[src/rtl/mole_link_pkg.sv]
// Shared constants for the mole UART link: ASCII protocol bytes and drain FSM states.
package mole_link_pkg;

    localparam logic [7:0] ASCII_R    = 8'h52;
    localparam logic [7:0] ASCII_H    = 8'h48;
    localparam logic [7:0] ASCII_K    = 8'h4B;
    localparam logic [7:0] ASCII_S    = 8'h53;
    localparam logic [7:0] ASCII_P    = 8'h50;
    localparam logic [7:0] ASCII_ZERO = 8'h30;

    typedef enum logic [1:0] {
        IDLE = 2'd0,
        SEND = 2'd1,
        WAIT = 2'd2
    } drain_state_e;

endpackage

[src/rtl/mole_link_fifo.sv]
// Synchronous byte FIFO with registered occupancy count; storage is not reset, pointers are.
module mole_link_fifo #(
    parameter int DEPTH = 8,
    parameter int WIDTH = 8
) (
    input  logic                     clock,
    input  logic                     reset,
    input  logic                     push_i,
    input  logic [WIDTH-1:0]         push_data_i,
    input  logic                     pop_i,
    output logic [WIDTH-1:0]         head_o,
    output logic                     full_o,
    output logic                     empty_o,
    output logic [$clog2(DEPTH):0]   count_o
);

    localparam int AW = $clog2(DEPTH);

    logic [WIDTH-1:0] mem_q [DEPTH];
    logic [AW:0]      wr_q;
    logic [AW:0]      rd_q;
    logic [AW:0]      count_q;
    logic             do_push_s;
    logic             do_pop_s;

    assign full_o    = (count_q == (AW+1)'(DEPTH));
    assign empty_o   = (count_q == '0);
    assign count_o   = count_q;
    assign head_o    = mem_q[rd_q[AW-1:0]];
    assign do_push_s = push_i && !full_o;
    assign do_pop_s  = pop_i && !empty_o;

    // Storage write port.
    always_ff @(posedge clock) begin
        if (do_push_s) begin
            mem_q[wr_q[AW-1:0]] <= push_data_i;
        end
    end

    // Pointers and occupancy; simultaneous push and pop leave the count unchanged.
    always_ff @(posedge clock or negedge reset) begin
        if (!reset) begin
            wr_q    <= '0;
            rd_q    <= '0;
            count_q <= '0;
        end else begin
            if (do_push_s) wr_q <= wr_q + (AW+1)'(1);
            if (do_pop_s)  rd_q <= rd_q + (AW+1)'(1);
            case ({do_push_s, do_pop_s})
                2'b10:   count_q <= count_q + (AW+1)'(1);
                2'b01:   count_q <= count_q - (AW+1)'(1);
                default: count_q <= count_q;
            endcase
        end
    end

endmodule

[src/rtl/mole_uart_link.sv]
// UART protocol engine between game core and PC: event capture, byte arbiter, TX drain FSM, RX decode.
// Optional MOLE_LINK_HEARTBEAT_EN: resend the current mole index on every tick_1hz while running.
module mole_uart_link
    import mole_link_pkg::*;
#(
    parameter int NUM_MOLES  = 5,
    parameter int FIFO_DEPTH = 8,
    parameter int HIT_CNT_W  = 4
) (
    input  logic                          clock,
    input  logic                          reset,
    input  logic                          game_active,
    input  logic                          game_finish,
    input  logic [NUM_MOLES-1:0]          mole_pos,
    input  logic                          hit_pulse,
    input  logic                          tick_1hz,
    input  logic                          tx_busy,
    output logic                          tx_start,
    output logic [7:0]                    tx_data,
    input  logic                          rx_ready,
    input  logic [7:0]                    rx_data,
    output logic                          pc_start,
    output logic                          pc_hit,
    output logic                          overflow,
    output logic [$clog2(FIFO_DEPTH):0]   fifo_count
);

    localparam logic [HIT_CNT_W-1:0] HIT_MAX = '1;

    function automatic logic is_onehot(input logic [NUM_MOLES-1:0] v);
        return (v != '0) && ((v & (v - NUM_MOLES'(1))) == '0);
    endfunction

    function automatic logic [3:0] onehot_idx(input logic [NUM_MOLES-1:0] v);
        logic [3:0] idx;
        idx = 4'd0;
        for (int i = 0; i < NUM_MOLES; i++) begin
            if (v[i]) idx = 4'(i);
        end
        return idx;
    endfunction

    logic                  pend_r_q, pend_r_d, r_sent_q, r_sent_d;
    logic                  pend_k_q, pend_k_d, pend_m_q, pend_m_d;
    logic [3:0]            m_idx_q, m_idx_d;
    logic [NUM_MOLES-1:0]  last_pos_q, last_pos_d;
    logic [HIT_CNT_W-1:0]  hit_cnt_q, hit_cnt_d;
    logic                  overflow_d;
    logic                  push_s, pop_s, deq_r_s, deq_k_s, deq_h_s, deq_m_s;
    logic [7:0]            push_data_s, fifo_head_s;
    logic                  fifo_full_s, fifo_empty_s;
    drain_state_e          state_q;

`ifndef MOLE_LINK_HEARTBEAT_EN
    logic unused_tick_s;
    assign unused_tick_s = tick_1hz;
`endif

    // Enqueue arbiter: one byte per cycle, priority R > K > H > mole.
    always_comb begin
        push_s      = 1'b0;
        push_data_s = 8'd0;
        deq_r_s     = 1'b0;
        deq_k_s     = 1'b0;
        deq_h_s     = 1'b0;
        deq_m_s     = 1'b0;
        if (!fifo_full_s) begin
            if (pend_r_q) begin
                push_s = 1'b1; push_data_s = ASCII_R; deq_r_s = 1'b1;
            end else if (pend_k_q) begin
                push_s = 1'b1; push_data_s = ASCII_K; deq_k_s = 1'b1;
            end else if (hit_cnt_q != '0) begin
                push_s = 1'b1; push_data_s = ASCII_H; deq_h_s = 1'b1;
            end else if (pend_m_q) begin
                push_s = 1'b1; push_data_s = ASCII_ZERO + {4'd0, m_idx_q}; deq_m_s = 1'b1;
            end else begin
                push_s = 1'b0;
            end
        end else begin
            push_s = 1'b0;
        end
    end

    // Pending-event capture; a capture in the same cycle as its dequeue keeps the event pending.
    always_comb begin
        pend_r_d   = pend_r_q && !deq_r_s;
        r_sent_d   = r_sent_q;
        pend_k_d   = (pend_k_q && !deq_k_s) || (rx_ready && (rx_data == ASCII_P));
        pend_m_d   = pend_m_q && !deq_m_s;
        m_idx_d    = m_idx_q;
        last_pos_d = last_pos_q;
        hit_cnt_d  = hit_cnt_q;
        overflow_d = overflow && !pc_start;

        if (game_finish && !r_sent_q) begin
            pend_r_d = 1'b1;
            r_sent_d = 1'b1;
        end else if (!game_active && !game_finish) begin
            r_sent_d = 1'b0;
        end else begin
            r_sent_d = r_sent_q;
        end

        case ({hit_pulse, deq_h_s})
            2'b10: begin
                if (hit_cnt_q == HIT_MAX) overflow_d = 1'b1;
                else hit_cnt_d = hit_cnt_q + HIT_CNT_W'(1);
            end
            2'b01:   hit_cnt_d = hit_cnt_q - HIT_CNT_W'(1);
            default: hit_cnt_d = hit_cnt_q;
        endcase

`ifdef MOLE_LINK_HEARTBEAT_EN
        if (tick_1hz && game_active && is_onehot(last_pos_q)) begin
            pend_m_d = 1'b1;
            m_idx_d  = onehot_idx(last_pos_q);
        end else begin
            m_idx_d  = m_idx_q;
        end
`endif

        if (game_active && (mole_pos != last_pos_q)) begin
            last_pos_d = mole_pos;
            if (is_onehot(mole_pos)) begin
                pend_m_d = 1'b1;
                m_idx_d  = onehot_idx(mole_pos);
            end else begin
                last_pos_d = mole_pos;
            end
        end else if (!game_active && !game_finish) begin
            last_pos_d = '0;
        end else begin
            last_pos_d = last_pos_q;
        end
    end

    // Pending state, RX command pulses and sticky overflow.
    always_ff @(posedge clock or negedge reset) begin
        if (!reset) begin
            pend_r_q   <= 1'b0;
            r_sent_q   <= 1'b0;
            pend_k_q   <= 1'b0;
            pend_m_q   <= 1'b0;
            m_idx_q    <= 4'd0;
            last_pos_q <= '0;
            hit_cnt_q  <= '0;
            overflow   <= 1'b0;
            pc_start   <= 1'b0;
            pc_hit     <= 1'b0;
        end else begin
            pend_r_q   <= pend_r_d;
            r_sent_q   <= r_sent_d;
            pend_k_q   <= pend_k_d;
            pend_m_q   <= pend_m_d;
            m_idx_q    <= m_idx_d;
            last_pos_q <= last_pos_d;
            hit_cnt_q  <= hit_cnt_d;
            overflow   <= overflow_d;
            pc_start   <= rx_ready && (rx_data == ASCII_S);
            pc_hit     <= rx_ready && (rx_data == ASCII_H) && game_active;
        end
    end

    assign pop_s = (state_q == IDLE) && !fifo_empty_s && !tx_busy;

    // Drain FSM; WAIT covers the cycle before uart_tx raises tx_busy.
    always_ff @(posedge clock or negedge reset) begin
        if (!reset) begin
            state_q  <= IDLE;
            tx_start <= 1'b0;
            tx_data  <= 8'd0;
        end else begin
            case (state_q)
                IDLE: begin
                    if (pop_s) begin
                        tx_start <= 1'b1;
                        tx_data  <= fifo_head_s;
                        state_q  <= SEND;
                    end else begin
                        tx_start <= 1'b0;
                    end
                end
                SEND: begin
                    tx_start <= 1'b0;
                    state_q  <= WAIT;
                end
                WAIT: begin
                    tx_start <= 1'b0;
                    state_q  <= IDLE;
                end
                default: begin
                    tx_start <= 1'b0;
                    state_q  <= IDLE;
                end
            endcase
        end
    end

    mole_link_fifo #(
        .DEPTH (FIFO_DEPTH),
        .WIDTH (8)
    ) u_fifo (
        .clock       (clock),
        .reset       (reset),
        .push_i      (push_s),
        .push_data_i (push_data_s),
        .pop_i       (pop_s),
        .head_o      (fifo_head_s),
        .full_o      (fifo_full_s),
        .empty_o     (fifo_empty_s),
        .count_o     (fifo_count)
    );

endmodule

[config.mk]
export PLATFORM = sky130hd
export DESIGN_NAME = mole_uart_link
export DESIGN_NICKNAME = d
export VERILOG_FILES = /design/src/rtl/mole_link_pkg.sv /design/src/rtl/mole_link_fifo.sv /design/src/rtl/mole_uart_link.sv
export SDC_FILE = /design/constraint.sdc
export NUM_CORES = 1
export LEC_CHECK = 0
export ABC_AREA = 0
export ABC_CLOCK_PERIOD_IN_PS = 7600
export CAP_MARGIN = 20
export CORE_UTILIZATION = 25
export CTS_CLUSTER_DIAMETER = 80
export DETAILED_ROUTE_END_ITERATION = 12
export GPL_ROUTABILITY_DRIVEN = 0
export SLEW_MARGIN = 15
export SYNTH_ARGS = -nofsm -noshare
export SYNTH_HDL_FRONTEND = slang
export SYNTH_SLANG_ARGS = --single-unit
export TNS_END_PERCENT = 50
[constraint.sdc]
create_clock -name clock -period 7.6 [get_ports clock]
set_clock_uncertainty 0.15 [all_clocks]
set_input_delay 0.76 -clock clock [delete_from_list [all_inputs] [get_ports clock]]
set_output_delay 0.76 -clock clock [all_outputs]
set_load 0.03 [all_outputs]
==> summary.md, run 1 <==
| Metric | Value |
|---|---|
| Status | complete, no violations |
| Crit path kind | reg2reg |
| Max frequency | 323 MHz |
| Critical Path Fanout Max | 10 |
| CTS H-tree depth | 3 |
| Delay-heaviest family, CP | simple AND/OR/NAND/NOR gates |
| DIE WIDTH | 131 um |
| Final WL | 7630 um |
| Vias | 2377 |
| Tot Pwr | 0.00189 W |
| Initial antenna violation count | 0 |
| DRC viols | 0 |
| Fillers | 1558 |
| Largest net degree at the start of global routing | 40 |
| Worst setup EP type | flop |
| Unrepaired setup endpoints after global routing | no |
| Initial core utilization | 26.0% |
| Max Cap Viol | 0 |
| Post-synth ARST share | 41.1% |
| GRT Total Usage | 9.44% |
| Final-report setup violation count | 0 |
| Nets | 356 |
| Vias in the first global route | 2466 |
| Vias per Instance | 4.32 |
| Max IR drop VDD | 0.000113 V |
| Netlist Area Pre-Place | 0.00417 mm^2 |
| Cts repair resizes | 0 |
| Cell with the most instances on the worst path | or4_1 |
| Seq. cell area | 0.00266 mm^2 |
| Pwr/cell area | 377 mW/mm^2 |
| Syn Nets | 318 |
| DR iter-0 viols | 96 |
| Multi-input logic area | 0.00141 mm^2 |
| Post-synth top flop | edfxtp_1 |
| Post-synth EDFFs | 56 |
| Period minus WS final | 3.10 ns |
| CTS tree | done |
| # rows | 46 |
| Metal2 WL | 3570 um |
| Fraction of layout cells with a size suffix above 1 | 13.8% |
| Pre-antenna DRT Iters | 4 |
| WL/cell | 13.9 um |
| Bufs on Longest Clock Path | 2 |
| Post-CTS setup buffers | 0 |
| Antenna cells | 0 |
| IO buf count | 34 |
| CP Data Required Time | 7.67 ns |
| Worst path buffer plus inverter count | 0 |
| Leak | 1.83 nW |
| Setup Total Neg Slack | 0 ns |
| Cts hold-fix bufs | 0 |
| Synth Warn # | 0 |
| Worst min path class | reg2reg |
| Clk sink count | 95 |
| Final hold violation count | 0 |
| Worst slew margin | 29.9% |
| IO Count | 37 |
| Slew @ Worst Pin | 1.04 ns |
| Pins Over Slew Limit | 0 |
| Met1 Wirelength | 3700 um |
| Slowest-stage cell, CP | nor4b_4 |
| Total die area | 0.0172 mm^2 |
| TritonCTS buffer count | 9 |
| Clock Tree Root | clkbuf_16 |
| Post-DP HPWL | 5210 um |
| Sequential share of the synthesized area | 63.7% |
| Max incr delay on CP | 0.57 ns |
| Max layer used | met4 |
| First-pass GRT wire length | 12700 um |
| Global route overflow | 0 |
| Avg Cell Area, Syn | 14.3 um^2 |
| Fin util | 31.3% |
| Antenna viol nets, final | 0 |
| Flops & latches, synth | 95 |
| Synth Instances | 291 |
| Final period util | 40.8% |
| Core ar. | 0.0161 mm^2 |
| Commonest non-fill, non-tap cell in the layout | edfxtp_1 |
| Clock Pin Slew Worst Setup and Hold Paths | 0.06 ns |
| Post-synth cell types | 51 |
| Cell chain of the critical path | nor4b_4, or4_1, nor2_1, xor2_1, ha_1, or4_1, nor4_1, a41o_1, a21oi_1 |
| CP arrival | 3.17 ns |
| CP startpoint kind | flop |
| Worst-Skew Late Latency | 0.34 ns |
| Most frequent cells in the layout | edfxtp_1, dfrtp_1, clkdlybuf4s50_1, nor2_1, nand2_1 |
| Area Growth Syn to Fin | 20.4% |
| Routed wl met3 | 290 um |
| Die Height | 131 um |
==> metrics by stage <==
stage | hold slack (ns) | setup slack [ns] | area [um^2] | instances
after floorplan | 0.275 | 4.71 | 4170 | 291
after global placement | 0.285 | 4.40 | 4750 | 534
after detailed placement | 0.303 | 4.34 | 4750 | 534
after CTS | 0.312 | 4.47 | 5020 | 550
after global routing | 0.334 | 4.24 | 5020 | 550
final | 0.306 | 4.50 | 5020 | 550
==> cells in the mapped netlist (3+ instances only) <==
master / number / area, um^2
a21oi_1: 14 / 70.1
a31oi_1: 3 / 18.8
buf_2: 4 / 20.0
clkbuf_1: 4 / 15.0
dfrtp_1: 39 / 976
edfxtp_1: 56 / 1680
ha_1: 6 / 75.1
inv_1: 10 / 37.5
mux2_2: 4 / 45.0
mux2i_1: 9 / 90.1
mux4_2: 14 / 315
nand2_1: 20 / 75.1
nand2b_1: 4 / 25.0
nand3_1: 4 / 20.0
nor2_1: 23 / 86.3
nor2b_1: 3 / 18.8
nor3_1: 10 / 50.1
o21ai_0: 9 / 45.0
xnor2_1: 4 / 35.0
xor2_1: 13 / 114
==> layer usage <==
metal	global-route usage (%)	vias to the layer above
li1	-	1161
met1	12.4	1160
met2	15.1	49
met3	2.55	7
met4	2.94	0
met5	0	-
==> power by group <==
group / switching (W) / internal (W) / total (W)
clock: 0.000190 / 0.000225 / 0.000415
combinational: 0.000304 / 0.000295 / 0.000599
sequential: 0.000157 / 0.000720 / 0.000877
==> final timing paths <==
path | from | slack [ns] | endpoint | cells after the start
worst max-delay path | u_fifo.count_o[1] | 4.50 | hit_cnt_q[2] | 9
worst min-delay path | r_sent_q | 0.31 | pend_r_q | 1
worst max register to register | u_fifo.count_o[1] | 4.50 | hit_cnt_q[2] | 9
worst min register to register | r_sent_q | 0.31 | pend_r_q | 1
max in group asynchronous | reset | 6.34 | m_idx_q[2] | 1
min in group asynchronous | reset | 0.39 | tx_data[6] | 1
==> cells by family (layout without fill, tap and decap cells) <==
logic type	after synthesis	in the layout	synth area share [%]
adders and majority gates	6	6	1.80
DFF	95	95	63.7
buffers and inverters	23	66	2.64
and+or+nand+nor	78	78	9.84
other	1	1	0.0899
AOI/OAI and AO/OA	43	43	7.23
muxes	28	28	11.1
xor gates and xnor gates	17	17	3.57
==> layout make-up <==
type,count,share of cell area (%)
clock buffer,11,4.63
clock inverter,5,0.772
inverter,11,0.822
multi-input combinational,173,28.0
sequential,95,52.9
tap,216,5.38
timing repair buffer,39,7.43
==> flip-flops by register name, summed over array words and instances (netlist names) <==
| signal | cells |
|---|---|
| pend_m_q | 1 |
| pc_hit | 1 |
| last_pos_q | 5 |
| pc_start | 1 |
| u_fifo.rd_q | 3 |
| u_fifo.wr_q | 3 |
| r_sent_q | 1 |
| pend_r_q | 1 |
| u_fifo.count_o | 4 |
| pend_k_q | 1 |
| state_q | 2 |
| m_idx_q | 3 |
| u_fifo.mem_q | 56 |
| overflow | 1 |
| hit_cnt_q | 4 |
| tx_start | 1 |
| tx_data | 7 |
(Power assumes the default switching activity.)
==> run 2, diff against run 1 <==
Settings changed: ABC_CLOCK_PERIOD_IN_PS 7600 to 3100.
Clock period 7.6 ns to 3.1 ns, I/O delays scaled along.
==> run 2 against run 1 <==
  * Sequential cell count unchanged
  * Die area unchanged
  * Core utilization up 0.61 points
  * Cell count up 1.5%
  * Worst setup slack worse by 4.2 ns
  * Global-route usage up 0.27 points
  * Worst hold slack about the same
  * Combinational power rose to 2.6 times the previous value
  * Critical path type unchanged
  * Highest routed layer unchanged
  * First-iteration DRC count up 40%
==> summary.md, run 2 (synthesis results as in run 1) <==
| Metric | Value |
|---|---|
| Status | complete, no violations |
| Area Growth Syn to Fin | 22.8% |
| First-pass GRT wire length | 12800 um |
| Die Height | 131 um |
| DIE WIDTH | 131 um |
| IO Count | 37 |
| DR iter-0 viols | 134 |
| Worst-Skew Late Latency | 0.34 ns |
| Seq. cell area | 0.00266 mm^2 |
| Hold_sp | r_sent_q |
| Final WL | 7780 um |
| Flop pwr share | 43.4% |
| M2 GR Usage | 15.6% |
| Largest net degree at the start of global routing | 40 |
| CTS H-tree depth | 3 |
| Fillers | 1570 |
| Clock Tree Root | clkbuf_16 |
| Met1 Usage GRT | 12.2% |
| GRT Total Usage | 9.70% |
| Initial core utilization | 26.0% |
| Unrepaired setup endpoints after global routing | no |
| Setup Total Neg Slack | 0 ns |
| CP arrival | 2.85 ns |
| Vias | 2454 |
| Worst Hold End | pend_r_q |
| GR peak layer | met2 |
| Total die area | 0.0172 mm^2 |
| Worst min path class | reg2reg |
| RR Startpoint | hit_cnt_q[1] |
| Initial antenna violation count | 0 |
| Pins Over Slew Limit | 0 |
| Critical Path Fanout Max | 9 |
| Core ar. | 0.0161 mm^2 |
| Sw Share | 34.0% |
| CP startpoint kind | flop |
| # rows | 46 |
| CP Data Required Time | 3.17 ns |
| Leak | 1.89 nW |
| WHS Path Cells | 1 |
| Worst setup EP type | flop |
| Tot Pwr | 0.00480 W |
| Slew @ Worst Pin | 0.958 ns |
| Max frequency | 359 MHz |
| Final hold violation count | 0 |
| Nets | 364 |
| Final period util | 89.9% |
| Crit Reg-Reg Endpoint | hit_cnt_q[2] |
| NetSw | 0.00163 W |
| Post-DP HPWL | 5380 um |
| Final-report setup violation count | 0 |
| Cts repair resizes | 0 |
| Clk pwr share | 23.8% |
| Commonest non-fill, non-tap cell in the layout | edfxtp_1 |
| Vias per Instance | 4.40 |
| TritonCTS buffer count | 9 |
| Bufs on Longest Clock Path | 2 |
| Flop2flop setup slack | 0.31 ns |
| Most frequent cells in the layout | edfxtp_1, dfrtp_1, clkdlybuf4s50_1, nor2_1, nand2_1 |
| Max Cap Viol | 0 |
| WL/cell | 13.9 um |
| Antenna cells | 0 |
| Period minus WS final | 2.79 ns |
| Worst slew margin | 35.7% |
| Comb power frac | 32.8% |
| R2R cell count | 9 |
| Clk sink count | 95 |
| Cts hold-fix bufs | 1 |
| Vias in the first global route | 2544 |
| CTS tree | done |
| Max FFs per register | 56 |
| Final instance area | 0.00512 mm^2 |
| Fraction of layout cells with a size suffix above 1 | 15.8% |
| Pwr/cell area | 938 mW/mm^2 |
| DRC viols | 0 |
| GRT met3 Usage | 3.28% |
| Multi-input logic area | 0.00140 mm^2 |
| Crit path kind | reg2reg |
| Antenna viol nets, final | 0 |
| IO buf count | 34 |
| Global route overflow | 0 |
| Clock Pin Slew Worst Setup and Hold Paths | 0.07 ns |
| Int Power | 0.00317 W |
| Max IR drop VDD | 0.000339 V |
| Pre-antenna DRT Iters | 4 |
| Cell area after placement | 0.00480 mm^2 |
| Post-CTS setup buffers | 0 |
run 2: final cells by class:
| type | instances | area share, % |
|---|---|---|
| clock buffer | 9 | 4.40 |
| clock inverter | 7 | 1.71 |
| inverter | 11 | 0.807 |
| multi-input combinational | 173 | 27.4 |
| sequential | 95 | 51.9 |
| tap | 216 | 5.28 |
| timing repair buffer | 47 | 8.51 |
run 2: power groups by stage:
stage	clock (W)	combinational (W)	sequential (W)
finish	0.00114	0.00158	0.00209
global route	0.00122	0.00172	0.00215
CTS	0.00117	0.00161	0.00210
detailed placement	0	0.00160	0.00213
global placement	0	0.00156	0.00209
floorplan	0	0.00103	0.00213
run 2: worst max-delay path, cell delays in order (launching register included):
cell,delay [ns]
dfrtp_1,0.53
nor4_4,0.12
or4_1,0.52
nor2_1,0.13
xor2_1,0.08
ha_1,0.21
or4_1,0.40
nor4_1,0.30
a41o_1,0.14
a21oi_1,0.06
run 2: how the worst max path moves through the flow:
stage	startpoint	end	slack [ns]	depth (start not counted)
final	hit_cnt_q[1]	hit_cnt_q[2]	0.31	9
after global routing	hit_cnt_q[1]	hit_cnt_q[2]	0.13	9
after CTS	hit_cnt_q[1]	hit_cnt_q[2]	0.32	9
after detailed placement	hit_cnt_q[1]	hit_cnt_q[2]	0.33	9
after global placement	hit_cnt_q[2]	u_fifo.count_o[2]	0.41	10
after floorplan	u_fifo.count_o[1]	hit_cnt_q[2]	0.21	11
run 2: routing by layer:
layer / vias to the layer above / share of wire (%)
met2: 54 / 47
met5: - / 0
met4: 0 / 1.0
li1: 1183 / -
met3: 6 / 4.0
met1: 1211 / 48
run 2: per-stage QoR:
| step | utilization, % | setup WS, ns | std cells | hold WS (ns) |
|---|---|---|---|---|
| after floorplan | - | 0.212 | 291 | -0.136 |
| after global placement | 29.9 | 0.413 | 541 | 0.285 |
| after detailed placement | 29.9 | 0.327 | 541 | 0.300 |
| after CTS | 31.9 | 0.319 | 558 | 0.311 |
| after global routing | 31.9 | 0.130 | 558 | 0.356 |
| final | 31.9 | 0.314 | 558 | 0.306 |
